File: src/rtl/fetch_pkg.sv
// Shared types and constants for the instruction fetch stage: FSM states,
// reserved opcodes and the opcode field width.
package fetch_pkg;

  typedef enum logic [1:0] {
    IDLE  = 2'd0,
    REQ   = 2'd1,
    DRAIN = 2'd2,
    HAVE  = 2'd3
  } fetch_state_e;

  // Opcode occupies the top OPCODE_WIDTH bits of a word; operand is the rest.
  localparam int unsigned OPCODE_WIDTH = 32'd4;
  localparam int unsigned OPERAND_LSB  = 32'd0;

  localparam logic [OPCODE_WIDTH-1:0] NOP  = 4'b0000;
  localparam logic [OPCODE_WIDTH-1:0] HALT = 4'b1111;

  function automatic logic is_halt(input logic [OPCODE_WIDTH-1:0] op);
    return (op == HALT);
  endfunction

endpackage

File: src/rtl/instr_fetch_unit_if.sv
// Instruction memory request/acknowledge bus between the fetch stage
// (master) and instruction memory (slave).
interface instr_fetch_unit_if #(
  parameter int PC_WIDTH    = 32'd8,
  parameter int INSTR_WIDTH = 32'd8
);
  logic                   MemReq;
  logic [PC_WIDTH-1:0]    MemAddr;
  logic                   MemAck;
  logic [INSTR_WIDTH-1:0] MemData;

  modport master (output MemReq, output MemAddr, input MemAck, input MemData);
  modport slave  (input MemReq, input MemAddr, output MemAck, output MemData);
endinterface

File: src/rtl/pc_reg.sv
// Program counter register: jump-over-increment priority, immediate zero-extension
// and the optional non-wrapping overflow guard enabled by FETCH_PC_OVF_EN.
module pc_reg
  import fetch_pkg::*;
#(
  parameter int                  PC_WIDTH      = 32'd8,
  parameter int                  OPERAND_WIDTH = 32'd4,
  parameter logic [PC_WIDTH-1:0] RESET_PC      = '0
) (
  input  logic                     clk,
  input  logic                     reset,
  input  logic                     inc_pc,
  input  logic                     load_pc,
  input  logic                     sel_pc,
  input  logic [PC_WIDTH-1:0]      reg_data,
  input  logic [OPERAND_WIDTH-1:0] operand,
  output logic [PC_WIDTH-1:0]      pc,
  output logic [PC_WIDTH-1:0]      pc_next,
  output logic                     pc_change,
  output logic                     ovf_hit,
  output logic                     pc_overflow
);

  logic [PC_WIDTH-1:0] pc_r;
  logic [PC_WIDTH-1:0] pc_next_s;
  logic [PC_WIDTH-1:0] target_s;
  logic                ovf_hit_s;
  logic                ovf_r;

  // Jump target source select; the immediate is zero-extended.
  always_comb begin
    target_s = reg_data;
    if (sel_pc) begin
      target_s = PC_WIDTH'(operand);
    end else begin
      target_s = reg_data;
    end
  end

  // Next PC: a jump beats an increment; an increment at all-ones may be refused.
  always_comb begin
    pc_next_s = pc_r;
    ovf_hit_s = 1'b0;
    if (load_pc) begin
      pc_next_s = target_s;
    end else if (inc_pc) begin
`ifdef FETCH_PC_OVF_EN
      if (&pc_r) begin
        pc_next_s = pc_r;
        ovf_hit_s = 1'b1;
      end else begin
        pc_next_s = pc_r + PC_WIDTH'(1'b1);
      end
`else
      pc_next_s = pc_r + PC_WIDTH'(1'b1);
`endif
    end else begin
      pc_next_s = pc_r;
    end
  end

  // PC register and sticky overflow flag (only reset clears it).
  always_ff @(posedge clk or negedge reset) begin
    if (!reset) begin
      pc_r  <= RESET_PC;
      ovf_r <= 1'b0;
    end else begin
      pc_r  <= pc_next_s;
      ovf_r <= ovf_r | ovf_hit_s;
    end
  end

  assign pc          = pc_r;
  assign pc_next     = pc_next_s;
  assign pc_change   = load_pc | inc_pc;
  assign ovf_hit     = ovf_hit_s;
  assign pc_overflow = ovf_r;

endmodule

File: src/rtl/instr_fetch_unit.sv
// PC/IR fetch stage: fetch FSM, fetch buffer and instruction register feeding the
// controller. Optional non-wrapping PC overflow guard is enabled by FETCH_PC_OVF_EN.
module instr_fetch_unit
  import fetch_pkg::*;
#(
  parameter int                  PC_WIDTH    = 32'd8,
  parameter int                  INSTR_WIDTH = 32'd8,
  parameter logic [PC_WIDTH-1:0] RESET_PC    = '0
) (
  input  logic                      Clk,
  input  logic                      reset,
  input  logic                      LoadIR,
  input  logic                      IncPC,
  input  logic                      LoadPC,
  input  logic                      SelPC,
  input  logic [PC_WIDTH-1:0]       RegData,
  instr_fetch_unit_if.master        mem,
  output logic [OPCODE_WIDTH-1:0]   Opcode,
  output logic [INSTR_WIDTH-5:0]    Operand,
  output logic [PC_WIDTH-1:0]       PC,
  output logic                      Ready,
  output logic                      PcOverflow
);

  localparam int OPERAND_WIDTH = INSTR_WIDTH - OPCODE_WIDTH;

  fetch_state_e           state_r, next_state_s;
  logic [INSTR_WIDTH-1:0] ir_r, buf_r;
  logic [PC_WIDTH-1:0]    addr_r, addr_s, pc_s, pc_next_s;
  logic                   mem_req_r, mem_req_s, ready_r, ready_s, stop_r;
  logic                   pc_change_s, ovf_hit_s, ir_load_s, halt_load_s, buf_load_s;

  pc_reg #(
    .PC_WIDTH      (PC_WIDTH),
    .OPERAND_WIDTH (OPERAND_WIDTH),
    .RESET_PC      (RESET_PC)
  ) u_pc_reg (
    .clk         (Clk),
    .reset       (reset),
    .inc_pc      (IncPC),
    .load_pc     (LoadPC),
    .sel_pc      (SelPC),
    .reg_data    (RegData),
    .operand     (ir_r[OPERAND_WIDTH-1:OPERAND_LSB]),
    .pc          (pc_s),
    .pc_next     (pc_next_s),
    .pc_change   (pc_change_s),
    .ovf_hit     (ovf_hit_s),
    .pc_overflow (PcOverflow)
  );

  assign ir_load_s   = LoadIR && (state_r == HAVE);
  assign halt_load_s = ir_load_s && is_halt(buf_r[INSTR_WIDTH-1 -: OPCODE_WIDTH]);

  // Next-state: overflow parks the stage; a PC change mid-request drains the stale word.
  always_comb begin
    next_state_s = state_r;
    case (state_r)
      IDLE: begin
        if (ovf_hit_s)                                                   next_state_s = IDLE;
        else if (LoadPC)                                                 next_state_s = REQ;
        else if (is_halt(ir_r[INSTR_WIDTH-1 -: OPCODE_WIDTH]) || stop_r) next_state_s = IDLE;
        else                                                             next_state_s = REQ;
      end
      REQ: begin
        if (ovf_hit_s)        next_state_s = IDLE;
        else if (pc_change_s) next_state_s = mem.MemAck ? REQ : DRAIN;
        else if (mem.MemAck)  next_state_s = HAVE;
        else                  next_state_s = REQ;
      end
      DRAIN: begin
        if (ovf_hit_s)       next_state_s = IDLE;
        else if (mem.MemAck) next_state_s = REQ;
        else                 next_state_s = DRAIN;
      end
      HAVE: begin
        if (ovf_hit_s)                    next_state_s = IDLE;
        else if (halt_load_s && !LoadPC)  next_state_s = IDLE;
        else if (pc_change_s)             next_state_s = REQ;
        else                              next_state_s = HAVE;
      end
      default: next_state_s = IDLE;
    endcase
  end

  // Registered-output precompute; DRAIN keeps the issued address on the bus.
  always_comb begin
    mem_req_s  = (next_state_s == REQ) || (next_state_s == DRAIN);
    ready_s    = (next_state_s == HAVE);
    buf_load_s = (state_r == REQ) && (next_state_s == HAVE);
    addr_s     = addr_r;
    if (next_state_s == DRAIN) begin
      addr_s = addr_r;
    end else begin
      addr_s = pc_next_s;
    end
  end

  // State and bus-facing output registers.
  always_ff @(posedge Clk or negedge reset) begin
    if (!reset) begin
      state_r   <= IDLE;
      mem_req_r <= 1'b0;
      ready_r   <= 1'b0;
      addr_r    <= RESET_PC;
    end else begin
      state_r   <= next_state_s;
      mem_req_r <= mem_req_s;
      ready_r   <= ready_s;
      addr_r    <= addr_s;
    end
  end

  // Fetch buffer, instruction register and overflow park flag.
  always_ff @(posedge Clk or negedge reset) begin
    if (!reset) begin
      buf_r  <= '0;
      ir_r   <= {NOP, {OPERAND_WIDTH{1'b0}}};
      stop_r <= 1'b0;
    end else begin
      if (buf_load_s) buf_r <= mem.MemData;
      if (ir_load_s)  ir_r  <= buf_r;
      if (ovf_hit_s)   stop_r <= 1'b1;
      else if (LoadPC) stop_r <= 1'b0;
    end
  end

  assign mem.MemReq  = mem_req_r;
  assign mem.MemAddr = addr_r;
  assign Ready       = ready_r;
  assign PC          = pc_s;
  assign Opcode      = ir_r[INSTR_WIDTH-1 -: OPCODE_WIDTH];
  assign Operand     = ir_r[OPERAND_WIDTH-1:OPERAND_LSB];

endmodule

File: src/flat_wrapper.sv
// flat-port wrapper written by rule: the top's interface ports become plain ports
module instr_fetch_unit_flat import fetch_pkg::*;
#(
  parameter int                  PC_WIDTH    = 32'd8,
  parameter int                  INSTR_WIDTH = 32'd8,
  parameter logic [PC_WIDTH-1:0] RESET_PC    = '0
)
  (Clk, reset, LoadIR, IncPC, LoadPC, SelPC, RegData, Opcode, Operand, PC, Ready, PcOverflow, mem_MemReq, mem_MemAddr, mem_MemAck, mem_MemData);
  instr_fetch_unit_if #(.PC_WIDTH(PC_WIDTH), .INSTR_WIDTH(INSTR_WIDTH)) mem_i ();
  input  logic Clk;
  input  logic reset;
  input  logic LoadIR;
  input  logic IncPC;
  input  logic LoadPC;
  input  logic SelPC;
  input  logic [PC_WIDTH-1:0] RegData;
  output logic [OPCODE_WIDTH-1:0] Opcode;
  output logic [INSTR_WIDTH-5:0] Operand;
  output logic [PC_WIDTH-1:0] PC;
  output logic Ready;
  output logic PcOverflow;
  output wire logic [$bits(mem_i.MemReq)-1:0] mem_MemReq;
  output wire logic [$bits(mem_i.MemAddr)-1:0] mem_MemAddr;
  input wire logic [$bits(mem_i.MemAck)-1:0] mem_MemAck;
  input wire logic [$bits(mem_i.MemData)-1:0] mem_MemData;
  assign mem_MemReq = mem_i.MemReq;
  assign mem_MemAddr = mem_i.MemAddr;
  assign mem_i.MemAck = mem_MemAck;
  assign mem_i.MemData = mem_MemData;
  instr_fetch_unit #(.PC_WIDTH(PC_WIDTH), .INSTR_WIDTH(INSTR_WIDTH), .RESET_PC(RESET_PC)) u_core (.Clk(Clk), .reset(reset), .LoadIR(LoadIR), .IncPC(IncPC), .LoadPC(LoadPC), .SelPC(SelPC), .RegData(RegData), .mem(mem_i), .Opcode(Opcode), .Operand(Operand), .PC(PC), .Ready(Ready), .PcOverflow(PcOverflow));
endmodule
File: config.mk
export PLATFORM = sky130hd
export DESIGN_NAME = instr_fetch_unit_flat
export DESIGN_NICKNAME = d
export VERILOG_FILES = /design/src/rtl/fetch_pkg.sv /design/src/rtl/instr_fetch_unit_if.sv /design/src/rtl/pc_reg.sv /design/src/rtl/instr_fetch_unit.sv /design/src/flat_wrapper.sv
export SDC_FILE = /design/constraint.sdc
export NUM_CORES = 1
export LEC_CHECK = 0
export ABC_AREA = 1
export CAP_MARGIN = 15
export CORE_AREA = 5 5 54 79
export CTS_CLUSTER_SIZE = 10
export DETAILED_ROUTE_END_ITERATION = 7
export DIE_AREA = 0 0 59 84
export PLACE_DENSITY = 0.81
export SLEW_MARGIN = 20
export SYNTH_ARGS = -nofsm -noshare
export SYNTH_HDL_FRONTEND = slang
export SYNTH_SLANG_ARGS = --single-unit
File: constraint.sdc
create_clock -name Clk -period 2.7 [get_ports Clk]
set_clock_uncertainty 0.05 [all_clocks]
set_input_delay 0.54 -clock Clk [delete_from_list [all_inputs] [get_ports Clk]]
set_output_delay 0.54 -clock Clk [all_outputs]
set_load 0.05 [all_outputs]
### Word-level counts from Yosys, hierarchy flattened

Index checks and enable logic that the tools add are counted.
W data, S select, Z words.

| word-level totals | value |
|---|---|
| register bits after elaboration | 36 |
| bits in latches | 0 |
| bits in writable memories | 0 |
| bits in read-only memories | 0 |
| input bits | 23 |
| output and inout port bits | 27 |
| logic and storage cells | 35 |
| memories | 0 |

| cells by class | value |
|---|---|
| add/subtract/negate cells | 1 |
| multipliers | 0 |
| divide/modulo/power cells | 0 |
| order comparisons | 0 |
| eq/ne operators | 8 |
| shifts and indexed selects | 0 |
| muxes and demuxes | 11 |
| bitwise gates (word level) | 1 |
| reductions and logical operators | 7 |

Operators by type and width:

| operator | count |
|---|---|
| $mux W8 | 3 |
| $mux W2 | 6 |
| $add A8 B1 Y8 const B | 1 |
| $eq A2 B2 Y1 const B | 4 |
| $eq A4 B4 Y1 const B | 2 |
| $pmux W2 S4 | 1 |
| $eq A2 B1 Y1 const B | 2 |
| $logic_and A1 B1 Y1 | 4 |
| $logic_not A2 Y1 | 1 |
| $logic_not A1 Y1 | 1 |
| $logic_or A1 B1 Y1 | 1 |
| $mux W1 | 1 |
| $or A1 B1 Y1 | 1 |

### Depth between registers and ports, before layout

| depth | value |
|---|---|
| depth in word-level cells | 8 |
| mapped depth | 12 |
| mapped depth without buffers | 11 |

### Modules after synthesis

From an unflattened synthesis, not the netlist that was laid out.

| unflattened totals | value |
|---|---|
| cells, all modules | 200 |
| area, all modules | 1760.4 µm² |

By module, submodules not included:

| module | times used | cells each | area each (µm²) | seq. area each (µm²) |
|---|---|---|---|---|
| instr_fetch_unit | 1 | 126 | 1239.9 | 725.7 |
| pc_reg | 1 | 74 | 520.5 | 200.2 |

### Worst setup path before layout

No wires, ideal clock.

| timing path | value |
|---|---|
| path type | input to register |
| start | in LoadPC |
| end | reg u_core.buf_r[5] |
| setup time | 0.124 ns |
| arrival time | 1.952 ns |
| required time | 2.526 ns |
| path slack | 0.575 ns |
| stages | 11 |
| buffers on the path | 1 |
| cell sequence | inv_1 > nand2_1 > ha_1 > nand3b_1 > nand2_1 > o21bai_1 > ha_1 > nand3_2 > buf_2 > nor2_1 > a21oi_1 |

| between the ends | value |
|---|---|
| longest elaborated chain between the ends | 6 |
| elaborated cells between the ends (all ways) | 10 |
| classes of those cells | eq/ne (1); mux (5); bitwise (1); reduce/logical (3) |

RTL lines:

| element | RTL line | text |
|---|---|---|
| from (decl) | flat_wrapper.sv:14 | `input logic LoadPC;` |
| $or A1 B1 Y1 or $logic_not A1 Y1 (tied branches) | pc_reg.sv:75, instr_fetch_unit.sv:78 |  |
| $mux W2 or $logic_and A1 B1 Y1 (tied branches) | instr_fetch_unit.sv:79, instr_fetch_unit.sv:78 |  |
| $mux W2 | instr_fetch_unit.sv:78 | `else if (halt_load_s && !LoadPC) next_state_s = IDLE;` |
| $pmux W2 S4 * | instr_fetch_unit.sv:58 | `case (state_r)` |
| named net u_core.next_state_s[1] | instr_fetch_unit.sv:27 | `fetch_state_e state_r, next_state_s;` |
| $eq A2 B2 Y1 * | -- |  |
| named net u_core.ready_s | instr_fetch_unit.sv:30 | `logic mem_req_r, mem_req_s, ready_r, ready_s, stop_r;` |
| $logic_and A1 B1 Y1 * | instr_fetch_unit.sv:90 | `buf_load_s = (state_r == REQ) && (next_state_s == HAVE);` |
| to (signal assigned) | instr_fetch_unit.sv:121 | `if (buf_load_s) buf_r <= mem.MemData;` |
| to (decl) | instr_fetch_unit.sv:28 | `logic [INSTR_WIDTH-1:0] ir_r, buf_r;` |

The timed path passes the listed nets; every way through them passes the cells marked *.
A chain may end at the register's enable or synchronous reset.

### Worst setup path in the final report

| timing path | value |
|---|---|
| start | in IncPC |
| end | reg u_core.buf_r[7] |

| between the ends | value |
|---|---|
| longest elaborated chain between the ends | 6 |
| elaborated cells between the ends (all ways) | 7 |
| classes of those cells | eq/ne (1); mux (4); bitwise (1); reduce/logical (1) |

RTL lines:

| element | RTL line | text |
|---|---|---|
| from (decl) | flat_wrapper.sv:13 | `input logic IncPC;` |
| $or A1 B1 Y1 * | pc_reg.sv:75 | `assign pc_change = load_pc \| inc_pc;` |
| $mux W2 | instr_fetch_unit.sv:79 | `else if (pc_change_s) next_state_s = REQ;` |
| $mux W2 | instr_fetch_unit.sv:78 |  |
| $pmux W2 S4 * | instr_fetch_unit.sv:58 |  |
| named net u_core.next_state_s[1] | instr_fetch_unit.sv:27 |  |
| $eq A2 B2 Y1 * | -- |  |
| named net u_core.ready_s | instr_fetch_unit.sv:30 |  |
| $logic_and A1 B1 Y1 * | instr_fetch_unit.sv:90 |  |

Marks and branches as above.

==> impl_metrics.json <==
{
  "status": "complete, no violations",
  "dieArea_sq_um": 4960,
  "cts_tree": "yes",
  "gp_congestion": 0.848,
  "clock_latency_ns": 0.28,
  "vias": 1495,
  "vias_per_cell": 5.03,
  "layout_commonest_cell": "nand2_1",
  "ant_nets": 0,
  "maxCapViolations": 0,
  "syn-num-nets": 224,
  "num_antenna_cells": 0,
  "synth_edf_count": 0,
  "period_needed_ns": 2.38,
  "startpoint": "IncPC",
  "final_layout_size_suffix_gt1_share_pct": 7.48,
  "post-route-util_pct": 64.8,
  "async_flop_share_pct": 100,
  "port_buffers": 48,
  "wirelength_microns": 4130,
  "ys_ff_latch": 36,
  "post-cts-setup-buffers": 0,
  "synth_area_sq_um": 1670,
  "cts_hold_buf": 0,
  "grt.total_usage_pct": 18.3,
  "worst_pin_slew_ns": 0.515,
  "cts_buffer_depth": 2,
  "slowest_delay_ns": 0.50,
  "drcViolationCount": 0,
  "hold_ws_ns": 0.429,
  "holdCritPathClass": "reg2reg",
  "worst_ep_required_time_ns": 2.81,
  "die_x_microns": 59,
  "dp.cells": 289,
  "ir_drop_mv": 1.00,
  "firstDrtPassIters": 4,
  "grt_overflow_total": 0,
  "synth.distinct_cells": 28,
  "synth_area_per_cell_sq_um": 8.45,
  "synthCells": 197,
  "p_comb_share_pct": 47.8,
  "fin_crit_sh_pct": 88.3,
  "nNetsFinal": 280,
  "fmax_mhz": 420,
  "power.share.clock_pct": 17.7,
  "coreArea_sq_um": 3580,
  "r2r-start": "u_core.state_r[0]",
  "finalSetupTns_ns": 0,
  "stdcell_count": 297,
  "grt_pass1_vias": 1595,
  "numCtsBuffers": 5,
  "crit_type": "in2reg",
  "antenna_found_initial": 0,
  "avgRoutedWirePerCell_microns": 13.9,
  "power_frac_seq_pct": 34.5,
  "crit_slowest_cell": "clkdlybuf4s50_1",
  "htreeDepth": 2,
  "internal_power_mw": 1.43,
  "post_cts_resized": 0,
  "start_util_pct": 46.5,
  "clock_sinks": 36,
  "dp_hpwl_microns": 3050,
  "drt_iter0_drc": 38,
  "grt_pass1_wl_microns": 7050,
  "power_density_nw_per_um2": 1120,
  "netSwitchingPower_mw": 1.18,
  "worst_hold_startpoint": "u_core.mem.MemAddr[4]",
  "rsz0062_at_grt": "false",
  "critical_path.max_fanout": 16,
  "startpoint_type": "primary input",
  "ys.flop_type": "dfrtp_1",
  "worstPathArrival_ns": 2.49,
  "boundaryPins": 50,
  "final_cell_mix": "nand2_1 (52), clkdlybuf4s50_1 (48), dfrtp_1 (36), inv_1 (23), nor2_1 (16)",
  "grt_max_degree": 37,
  "crit_path_end_kind": "flop",
  "root_buffer": "clkbuf_8",
  "design_power_total_mw": 2.61,
  "finalSetupViolCount": 0,
  "power_leakage_nw": 1.13,
  "maxSlewViolCount": 0,
  "p_sw_share_pct": 45.2,
  "areaGrowthSynthToFinish_pct": 39.3,
  "hold_viol": 0,
  "crit_path_cell_trace": "clkdlybuf4s50_1 > inv_1 > nand2_1 > ha_1 > nand3b_1 > nand2_1 > o21bai_1 > ha_1 > nand3_2 > nor2_1 > a21oi_1",
  "yosys_warnings": 0,
  "relSlewSlack_pct": 65.6,
  "die_y_microns": 84,
  "num_rows": 27,
  "clk_pin_slew_ns": 0.07,
  "ys_seq_area_share_pct": 54.1
}
path summary, 6_finish.rpt:
kind	to	slack, ns	depth (start not counted)
worst min-delay path	u_core.mem.MemAddr[4]	0.43	2
worst min register to register	u_core.mem.MemAddr[4]	0.43	2
min in group asynchronous	u_core.u_pc_reg.pc[4]	0.62	2
worst max-delay path	u_core.buf_r[7]	0.32	11
worst max register to register	u_core.buf_r[7]	0.78	9
max in group asynchronous	u_core.ir_r[4]	1.65	2
worst max-delay path, delay by kind of cell:
kind                     cells  cell delay [ns]
adder cells (fa/ha/maj)      2             0.44
buffers and inverters        2             0.56
AO/OA/AOI/OAI                2             0.21
AND/OR/NAND/NOR              5             0.73
layout make-up:
| class | count | area (sq um) |
|---|---|---|
| Tap cell | 43 | 53.8 |
| Fill cell | 310 | 1260 |
| Clock inverter | 2 | 35.0 |
| Inverter | 24 | 90.1 |
| Multi-Input combinational cell | 132 | 642 |
| Sequential cell | 36 | 901 |
| Clock buffer | 6 | 72.6 |
| Timing Repair Buffer | 54 | 526 |
kinds of logic after synthesis:
kind of cell	after synthesis	share of synthesized area, %
and+or+nand+nor	92	24.2
DFF	36	54.1
AOI/OAI and AO/OA	35	11.1
buffers and inverters	29	7.36
adders and majority gates	4	3.01
other	1	0.225
power groups by stage:
stage | sequential (mW) | clock (mW) | combinational [mW]
after floorplan | 1.34 | 0 | 0.364
after CTS | 0.900 | 0.472 | 1.26
after detailed placement | 0.908 | 0 | 1.26
final | 0.901 | 0.461 | 1.25
after global routing | 0.924 | 0.496 | 1.35
after global placement | 0.895 | 0 | 1.23
cell usage after synthesis, types with 2 or more instances:
master,count,area share [%]
nand3_1,12,3.6
nor2_1,16,3.6
nand4_1,3,1.1
o21ai_0,13,3.9
buf_2,2,0.60
nand3_2,2,1.2
o21ai_1,2,0.60
o22ai_1,3,1.1
ha_1,4,3.0
inv_1,23,5.2
dfrtp_1,36,54
nand2_1,52,12
a21oi_1,14,4.2
metal layers:
| metal | global-route usage [%] | up-vias | part of all wire (%) |
|---|---|---|---|
| li1 | - | 744 | - |
| met1 | 21.1 | 686 | 38 |
| met2 | 30.4 | 53 | 51 |
| met3 | 4.80 | 12 | 6.5 |
| met4 | 9.28 | 0 | 4.0 |
| met5 | 0 | - | 0 |
through the flow:
| step | area (sq um) | setup slack, ns |
|---|---|---|
| detailed placement | 2210 | 0.00953 |
| global route | 2320 | 0.122 |
| global placement | 2210 | 0.0708 |
| floorplan | 1670 | 0.575 |
| finish | 2320 | 0.317 |
| CTS | 2320 | 0.303 |
(Power assumes the default switching activity.)
